### src/rtl/cpu_defs.sv
// Shared pipeline definitions: hazard FSM encoding, destination-tag layout,
// multiply/divide latency defaults and the segment control bundle.
package cpu_defs;

  localparam int unsigned STATE_W = 2;
  localparam logic [STATE_W-1:0] RUN      = 2'd0;
  localparam logic [STATE_W-1:0] MEM_WAIT = 2'd1;
  localparam logic [STATE_W-1:0] DRAIN    = 2'd2;

  // Bit of the 6-bit destination tag marking a non-GPR (HI/LO/CP0) target.
  localparam int unsigned WREG_NONGPR = 5;
  localparam int unsigned WREG_W      = 6;
  localparam int unsigned REG_W       = 5;

  localparam int unsigned MUL_CYCLES_DEF = 2;
  localparam int unsigned DIV_CYCLES_DEF = 33;
  localparam int unsigned MD_CNT_W       = 6;

  // Per-segment hold/bubble controls.
  typedef struct packed {
    logic stall_if;
    logic stall_id;
    logic stall_ex;
    logic stall_mem;
    logic flush_id;
    logic flush_ex;
    logic flush_mem;
    logic flush_wb;
  } pipe_ctl_t;

  // Busy-counter preload: the issue cycle itself is not counted as busy.
  function automatic logic [MD_CNT_W-1:0] md_load_val(input logic        is_div,
                                                      input int unsigned mul_c,
                                                      input int unsigned div_c);
    return is_div ? MD_CNT_W'(div_c - 1) : MD_CNT_W'(mul_c - 1);
  endfunction

endpackage

### src/rtl/md_busy_cnt.sv
// Multiply/divide busy counter: clear has priority over load, otherwise
// counts down to zero. busy_o is high while the HI/LO result is pending.
module md_busy_cnt
  import cpu_defs::*;
#(
  parameter int unsigned W = MD_CNT_W
) (
  input  logic         clk,
  input  logic         resetn,
  input  logic         clr_i,
  input  logic         load_i,
  input  logic [W-1:0] load_val_i,
  output logic         busy_o
);

  logic [W-1:0] cnt_q;
  logic [W-1:0] cnt_d;

  // Next count: clear, preload, or decrement while nonzero.
  always_comb begin
    cnt_d = cnt_q;
    if (clr_i) begin
      cnt_d = '0;
    end else if (load_i) begin
      cnt_d = load_val_i;
    end else if (cnt_q != '0) begin
      cnt_d = cnt_q - W'(1);
    end
  end

  // Counter register with synchronous active-low reset.
  always_ff @(posedge clk) begin
    if (!resetn) begin
      cnt_q <= '0;
    end else begin
      cnt_q <= cnt_d;
    end
  end

  assign busy_o = (cnt_q != '0);

endmodule

### src/rtl/pipe_hazard_ctrl.sv
// Central stall/flush sequencer for the five-stage pipeline. Resolves
// exception, data-bus wait, HI/LO and load-use hazards in fixed priority
// and drives hold/bubble controls for every segment register.
module pipe_hazard_ctrl
  import cpu_defs::*;
#(
  parameter int unsigned MUL_CYCLES = MUL_CYCLES_DEF,
  parameter int unsigned DIV_CYCLES = DIV_CYCLES_DEF
) (
  input  logic              clk,
  input  logic              resetn,
  input  logic [REG_W-1:0]  id_rs,
  input  logic [REG_W-1:0]  id_rt,
  input  logic              id_rs_ren,
  input  logic              id_rt_ren,
  input  logic              ex_load,
  input  logic              ex_cp0ren,
  input  logic              ex_regwen,
  input  logic [WREG_W-1:0] ex_wreg,
  input  logic              ex_md_start,
  input  logic              ex_md_div,
  input  logic [1:0]        ex_hiloren,
  input  logic              mem_data_en,
  input  logic              mem_data_ok,
  input  logic              wb_exc,
  input  logic              wb_eret,
  output logic              stall_if,
  output logic              stall_id,
  output logic              stall_ex,
  output logic              stall_mem,
  output logic              flush_id,
  output logic              flush_ex,
  output logic              flush_mem,
  output logic              flush_wb,
  output logic              md_busy
);

  logic [STATE_W-1:0] state_q;
  logic [STATE_W-1:0] state_d;
  pipe_ctl_t          ctl;
  logic               md_busy_raw;
  logic               md_clr;
  logic               md_load;
  logic               exc;
  logic               lu;
  logic               mdh;
  logic               mw;
  logic               mem_hold;
  logic               gpr_dst;

  // Hazard detection from same-cycle pipeline inputs.
  always_comb begin
    exc      = wb_exc | wb_eret;
    gpr_dst  = ex_regwen & ~ex_wreg[WREG_NONGPR] & (ex_wreg[REG_W-1:0] != '0);
    lu       = (ex_load | ex_cp0ren) & gpr_dst &
               ((id_rs_ren & (ex_wreg[REG_W-1:0] == id_rs)) |
                (id_rt_ren & (ex_wreg[REG_W-1:0] == id_rt)));
    mdh      = md_busy_raw & ((ex_hiloren != 2'b00) | ex_md_start);
    mw       = mem_data_en & ~mem_data_ok;
    mem_hold = mw | ((state_q == MEM_WAIT) & ~mem_data_ok);
  end

  // Priority mux and next-state logic.
  always_comb begin
    state_d = RUN;
    ctl     = '0;
    md_clr  = 1'b0;
    if (exc) begin
      ctl.flush_id  = 1'b1;
      ctl.flush_ex  = 1'b1;
      ctl.flush_mem = 1'b1;
      ctl.flush_wb  = 1'b1;
      md_clr        = 1'b1;
      if (mw || (((state_q == MEM_WAIT) || (state_q == DRAIN)) && !mem_data_ok)) begin
        state_d = DRAIN;
      end
    end else if (state_q == DRAIN) begin
      ctl.flush_id  = 1'b1;
      ctl.flush_ex  = 1'b1;
      ctl.flush_mem = 1'b1;
      ctl.flush_wb  = 1'b1;
      ctl.stall_if  = 1'b1;
      state_d       = mem_data_ok ? RUN : DRAIN;
    end else if (mem_hold) begin
      ctl.stall_if  = 1'b1;
      ctl.stall_id  = 1'b1;
      ctl.stall_ex  = 1'b1;
      ctl.stall_mem = 1'b1;
      ctl.flush_wb  = 1'b1;
      state_d       = MEM_WAIT;
    end else if (mdh) begin
      ctl.stall_if  = 1'b1;
      ctl.stall_id  = 1'b1;
      ctl.stall_ex  = 1'b1;
      ctl.flush_mem = 1'b1;
    end else if (lu) begin
      ctl.stall_if  = 1'b1;
      ctl.stall_id  = 1'b1;
      ctl.flush_ex  = 1'b1;
    end
  end

  // A new mult/div only starts when idle and not blocked by a higher source.
  assign md_load = ex_md_start & ~md_busy_raw & ~exc & (state_q != DRAIN) & ~mem_hold;

  // FSM state register.
  always_ff @(posedge clk) begin
    if (!resetn) begin
      state_q <= RUN;
    end else begin
      state_q <= state_d;
    end
  end

  md_busy_cnt #(
    .W (MD_CNT_W)
  ) u_md_busy_cnt (
    .clk        (clk),
    .resetn     (resetn),
    .clr_i      (md_clr),
    .load_i     (md_load),
    .load_val_i (md_load_val(ex_md_div, MUL_CYCLES, DIV_CYCLES)),
    .busy_o     (md_busy_raw)
  );

  // Outputs are held low for the whole reset window.
  assign stall_if  = resetn & ctl.stall_if;
  assign stall_id  = resetn & ctl.stall_id;
  assign stall_ex  = resetn & ctl.stall_ex;
  assign stall_mem = resetn & ctl.stall_mem;
  assign flush_id  = resetn & ctl.flush_id;
  assign flush_ex  = resetn & ctl.flush_ex;
  assign flush_mem = resetn & ctl.flush_mem;
  assign flush_wb  = resetn & ctl.flush_wb;
  assign md_busy   = resetn & md_busy_raw;

endmodule

### config.mk
export PLATFORM = sky130hd
export DESIGN_NAME = pipe_hazard_ctrl
export DESIGN_NICKNAME = d
export VERILOG_FILES = /design/src/rtl/cpu_defs.sv /design/src/rtl/md_busy_cnt.sv /design/src/rtl/pipe_hazard_ctrl.sv
export SDC_FILE = /design/constraint.sdc
export NUM_CORES = 1
export LEC_CHECK = 0
export BUFFER_PORTS_ARGS = -buffer_cell sky130_fd_sc_hd__buf_2
export CAP_MARGIN = 20
export CORE_MARGIN = 10
export CORE_UTILIZATION = 35
export CTS_BUF_LIST = sky130_fd_sc_hd__clkbuf_8
export CTS_CLUSTER_DIAMETER = 80
export CTS_CLUSTER_SIZE = 16
export DETAILED_ROUTE_END_ITERATION = 7
export PLACE_DENSITY = 0.71
export SLEW_MARGIN = 25
export SYNTH_ARGS = -nofsm -noshare
export SYNTH_HDL_FRONTEND = slang
export SYNTH_SLANG_ARGS = --single-unit
### constraint.sdc
create_clock -name clk -period 1.9 [get_ports clk]
set_input_delay 0 -clock clk [delete_from_list [all_inputs] [get_ports clk]]
set_output_delay 0 -clock clk [all_outputs]
set_load 0.01 [all_outputs]
### After elaboration in Yosys (flattened, before gate mapping)

Cells that the tools add are included.

| word-level totals | value |
|---|---|
| flip-flop bits (word level) | 8 |
| memory bits (read-only) | 0 |
| latch bits | 0 |
| memories kept | 0 |
| output and inout port bits | 9 |
| logic and storage cells | 73 |
| bits in writable memories | 0 |

| cells by class | value |
|---|---|
| divide/modulo/power cells | 0 |
| $mul | 0 |
| equal/unequal tests | 5 |
| shift-type cells | 0 |
| mux-type cells | 23 |
| reduce and logical (&&, ||, !) cells | 9 |
| add/subtract/negate cells | 1 |
| bitwise logic cells | 33 |
| order comparisons | 0 |

Operator list:

| kind | number |
|---|---|
| AND 1 bit | 22 |
| two-way mux 6 bit | 3 |
| two-way mux 2 bit | 7 |
| == test 5 bit | 2 |
| two-way mux 3 bit | 3 |
| two-way mux 1 bit | 8 |
| two-way mux 4 bit | 2 |
| NOT 1 bit | 6 |
| nonzero test 6 bit | 1 |
| subtractor 6 x 1 -> 6 bit, second input constant | 1 |
| OR 1 bit | 5 |
| nonzero test 5 bit | 1 |
| nonzero test 2 bit | 2 |
| == test 2 x 1 -> 1 bit, second input constant | 1 |
| == test 2 bit, second input constant | 1 |
| logical OR 1 bit | 2 |
| != test 2 bit, second input constant | 1 |
| OR reduction 2 bit | 1 |
| logical AND 1 bit | 1 |
| logical NOT 1 bit | 1 |

### Longest topological paths before layout

| logic depth | value |
|---|---|
| depth in word-level cells | 11 |
| mapped depth | 6 |
| depth with buffers taken out | 6 |

### By module

Synthesis repeated with hierarchy kept, for this count alone.

| second synthesis, totals | value |
|---|---|
| cell total of the unflattened synthesis | 100 |
| area total of the unflattened synthesis | 817.0 um^2 |

By module, submodules not included:

| module | area an instance (um^2) | seq. area each (um^2) | cells an instance | times used |
|---|---|---|---|---|
| pipe_hazard_ctrl | 425.4 | 40.0 | 55 | 1 |
| md_busy_cnt | 391.6 | 120.1 | 45 | 1 |

### Worst setup path before layout

OpenSTA, ideal clock, no wires.

| path | value |
|---|---|
| kind | reg-to-reg |
| from | reg state_q[0] |
| to | reg u_md_busy_cnt.cnt_q[0] |
| required time | 1840 ps |
| path buffers | 0 |
| period minus slack after synthesis | 1465 ps |
| slack | 435 ps |
| stages on the path, launching flop included | 7 |
| data arrival time | 1404 ps |
| library setup time | 60 ps |
| cell sequence | dfxtp_1 -> inv_1 -> ha_1 -> nor3_1 -> nand3_1 -> o211ai_1 -> o2111a_1 |

| between the ends | value |
|---|---|
| longest elaborated chain between the ends | 6 |
| elaborated cells on any way between the ends | 9 |
| those cells by class | eq/ne (2); mux (1); bitwise (5); reduce/logical (1) |

RTL lines:

| what | line | text |
|---|---|---|
| from (decl) | pipe_hazard_ctrl.sv:38 | `logic [STATE_W-1:0] state_q;` |
| from (signal assigned) | pipe_hazard_ctrl.sv:111 | `state_q <= state_d;` |
| == test 2 x 1 -> 1 bit | pipe_hazard_ctrl.sv:60 | `mem_hold = mw \| ((state_q == MEM_WAIT) & ~mem_data_ok);` |
| AND 1 bit | pipe_hazard_ctrl.sv:60 |  |
| OR 1 bit | pipe_hazard_ctrl.sv:60 |  |
| NOT 1 bit | pipe_hazard_ctrl.sv:104 | `assign md_load = ex_md_start & ~md_busy_raw & ~exc & (state_q != DRAIN) & ~mem_hold;` |
| AND 1 bit * | pipe_hazard_ctrl.sv:104 |  |
| two-way mux 6 bit / nonzero test 2 bit (equally long branches) | - |  |
| to (signal assigned) | md_busy_cnt.sv:36 | `cnt_q <= cnt_d;` |
| to (decl) | md_busy_cnt.sv:16 | `logic [W-1:0] cnt_q;` |

Mark *: on every way between the ends. The rest lies on a longest branch, timed or not.
A chain may end at the register's enable or synchronous reset.

### Final worst setup path

| path | value |
|---|---|
| from | reg u_md_busy_cnt.cnt_q[0] |
| to | out stall_if |

| between the ends | value |
|---|---|
| longest elaborated chain between the ends | 7 |

RTL lines:

| what | line | text |
|---|---|---|
| nonzero test 6 bit | md_busy_cnt.sv:40 | `assign busy_o = (cnt_q != '0);` |
| AND 1 bit | pipe_hazard_ctrl.sv:58 | `mdh = md_busy_raw & ((ex_hiloren != 2'b00) \| ex_md_start);` |
| two-way mux 2 bit | pipe_hazard_ctrl.sv:91 | `end else if (mdh) begin` |
| two-way mux 3 bit | pipe_hazard_ctrl.sv:84 | `end else if (mem_hold) begin` |
| two-way mux 1 bit | pipe_hazard_ctrl.sv:77 | `end else if (state_q == DRAIN) begin` |
| two-way mux 4 bit | pipe_hazard_ctrl.sv:68 | `if (exc) begin` |
| AND 1 bit | pipe_hazard_ctrl.sv:127 | `assign stall_if = resetn & ctl.stall_if;` |
| to (decl) | pipe_hazard_ctrl.sv:27 | `output logic stall_if,` |

No other way between the ends.

==> flow_metrics.tcl <==
set metrics [dict create \
    status "complete, no violations" \
    hold_depth 3 \
    nNetsFinal 169 \
    drive_gt1_frac 0.3788 \
    dr_total_vias 806 \
    reg2reg_depth 7 \
    fp-row-count 15 \
    rsz0062_at_grt "false" \
    clk_pin_slew_ps 40 \
    ys_ff_latch 8 \
    globalplace.congestion 0.8023 \
    setup_viol 0 \
    critPathKind "reg -> out" \
    power_density_nw_per_um2 519.8 \
    start_util 0.3839 \
    antenna_found_initial 0 \
    leakagePower_nw 0.4473 \
    die_y_um 64.22 \
    ir_drop_uv 449.0 \
    wl_per_cell_um 14.13 \
    crit_slowest_cell "dfxtp_1" \
    grt_overflow 0 \
    total_power_mw 0.5151 \
    worst_slew_pin_slew_ps 391.7 \
    hp-class "in -> reg" \
    portBuffers 39 \
    finalClockSkew_ps 2.279 \
    cts-buffers-inserted 3 \
    worstPathRequired_ps 1900 \
    cpPeakStageDelay_ps 300 \
    track_usage 0.1056 \
    synth_warnings 0 \
    hpwlAfterDp_um 1872 \
    cp.arrival_ps 1720 \
    synth.cell_area_sq_um 684.4 \
    hp-start "mem_data_en" \
    post_cts_buffers 0 \
    io_pins 40 \
    cts.sinks 8 \
    synthToLayoutAreaGrowth_pct 44.79 \
    cts_buffer_depth 2 \
    hold_end "state_q[1]" \
    placed_area_sq_um 922.1 \
    maxSlewViolCount 0 \
    syn_inst 88 \
    n_antenna_cell 0 \
    seq_area_frac_synth 0.2340 \
    grt_max_degree 12 \
    r2r_slack_ps 280 \
    viasPerCell 5.134 \
    timing.fmax_ghz 0.5805 \
    first_pass_iters 4 \
    synth_nets 123 \
    period_share 0.9067 \
    slew_headroom 0.7379 \
    clk_latency_ps 230 \
    fin_crit_ps 1723 \
    hold_viol 0 \
    grt_pass1_wl_um 3588 \
    die_width_um 64.22 \
    finalSetupTns_ps 0 \
    cts-root-buf "clkbuf_8" \
    crit_fanout 6 \
    fin_util 0.5558 \
    cts_tree "built" \
    totalWireLength_um 2219 \
    dieArea_sq_um 4124 \
    max_cap_violations 0 \
    htree_levels 1 \
    design_area_sq_um 991.0 \
    grt_pass1_vias 839 \
    drtAntennaViolNets 0 \
    crit_chain "inv_1, ha_1, nor3b_4, a21oi_2, o311ai_2, o21ai_0, buf_2" \
    start_kind "register" \
    fill_cells 176 \
    syn_avg_cell_area_sq_um 7.777 \
    coreArea_sq_um 1783 \
    r2r_start "state_q[0]" \
    timing.rr.end "u_md_busy_cnt.cnt_q[0]" \
    drcViolationCount 0 \
    synthDistinctLibCells 33 \
    cp-end-kind "output pin" \
    pre_cts_ws_ps 215.1 \
    drt_iter0_drc 6 \
    setup_slack_ps 177.2 \
]
through the flow:
step | std cells | hold WS [ps]
CTS | 157 | 90.58
finish | 157 | 81.63
global route | 157 | 122.9
detailed placement | 153 | 205.0
global placement | 153 | 202.0
floorplan | 88 | 79.31
kinds of logic after synthesis:
kind of cell               count (synthesis)  share of synthesized area
xor gates and xnor gates                  12                     0.1536
adders and majority gates                  4                    0.07313
AOI/OAI and AO/OA                         17                     0.1883
and+or+nand+nor                           41                     0.3181
DFF                                        8                     0.2340
buffers and inverters                      6                    0.03290
area by class of cell:
cell class,count,area (sq um),area share
inverters,5,18.77,0.01894
repair buffers,42,220.2,0.2222
clock buffers,3,41.29,0.04167
flip-flops and latches,8,160.2,0.1616
well taps,25,31.28,0.03157
multi-input cells,74,519.2,0.5240
synth_stat cells:
library cell | count | area (sq um)
dfxtp_1 | 8 | 160.2
o22ai_1 | 1 | 6.260
xnor2_1 | 4 | 35.03
clkbuf_1 | 1 | 3.750
a31oi_1 | 1 | 6.260
and2_1 | 2 | 12.51
nand2b_1 | 1 | 6.260
a21oi_1 | 4 | 20.02
o41ai_2 | 1 | 16.27
a211oi_1 | 1 | 7.510
xor2_1 | 8 | 70.07
o21ai_0 | 1 | 5.000
nor3_2 | 1 | 10.01
nand2_1 | 7 | 26.28
o2111a_1 | 1 | 11.26
o21bai_1 | 1 | 7.510
o311ai_0 | 1 | 8.760
nor3_1 | 6 | 30.03
nor3b_2 | 1 | 12.51
a32oi_1 | 1 | 8.760
a41oi_1 | 1 | 8.760
nor4_2 | 1 | 12.51
inv_1 | 5 | 18.77
and2_0 | 1 | 6.260
ha_1 | 4 | 50.05
nor4_1 | 1 | 6.260
nor2_1 | 12 | 45.04
nand4_1 | 2 | 12.51
a21boi_0 | 2 | 15.01
nor3b_1 | 2 | 15.01
nand3_1 | 2 | 10.01
or3_1 | 2 | 12.51
o211ai_1 | 1 | 7.510
what timing repair did:
item	4_1_cts	5_1_grt
resized for setup	2	2
hold endpoints to repair	1	0
endpoints found under the setup margin	1	2
hold buffers	1	0
how the worst max path moves through the flow:
| stage | startpoint | endpoint | cells past startpoint |
|---|---|---|---|
| after floorplan | state_q[0] | u_md_busy_cnt.cnt_q[0] | 6 |
| after global placement | u_md_busy_cnt.cnt_q[0] | stall_if | 7 |
| after detailed placement | u_md_busy_cnt.cnt_q[0] | stall_if | 7 |
| after CTS | u_md_busy_cnt.cnt_q[0] | stall_if | 7 |
| after global routing | u_md_busy_cnt.cnt_q[0] | stall_if | 7 |
| final | u_md_busy_cnt.cnt_q[0] | stall_if | 7 |
cell usage in the layout (no fill, tap or decap), types with 2 or more instances in the layout:
cell	synthesis	layout
buf_4	0	2
nand3_1	2	2
ha_1	4	4
nor2_1	12	12
or3_1	2	2
dfxtp_1	8	8
nor3b_1	2	2
and2_1	2	2
buf_2	0	39
a21boi_0	2	2
a21oi_1	4	3
nor3_1	6	6
nand4_1	2	2
clkbuf_8	0	3
xnor2_1	4	4
nand2_1	7	7
inv_1	5	5
xor2_1	8	8
where the power goes:
group          internal, mW  leakage [nW]  switching (mW)
logic                0.0660         0.361          0.0712
registers             0.171        0.0647         0.00194
clock network         0.137        0.0216          0.0672
layer usage:
metal	track usage	routed length (um)
met3	0.04704	124
met2	0.2090	1289
met5	0	0
met4	0.02139	9
met1	0.09630	796
worst max-delay path, delay by kind of cell (launching register included):
family                   cells  cell delay, ps
AO/OA/AOI/OAI                3             480
adder cells (fa/ha/maj)      1             160
flip-flops                   1             300
AND/OR/NAND/NOR              1             280
buffers and inverters        2             270
registers in the layout, indices dropped and copies added, names as in the netlist:
name,count
u_md_busy_cnt.cnt_q,6
state_q,2
No activity file was read; power rests on OpenSTA's default activity.
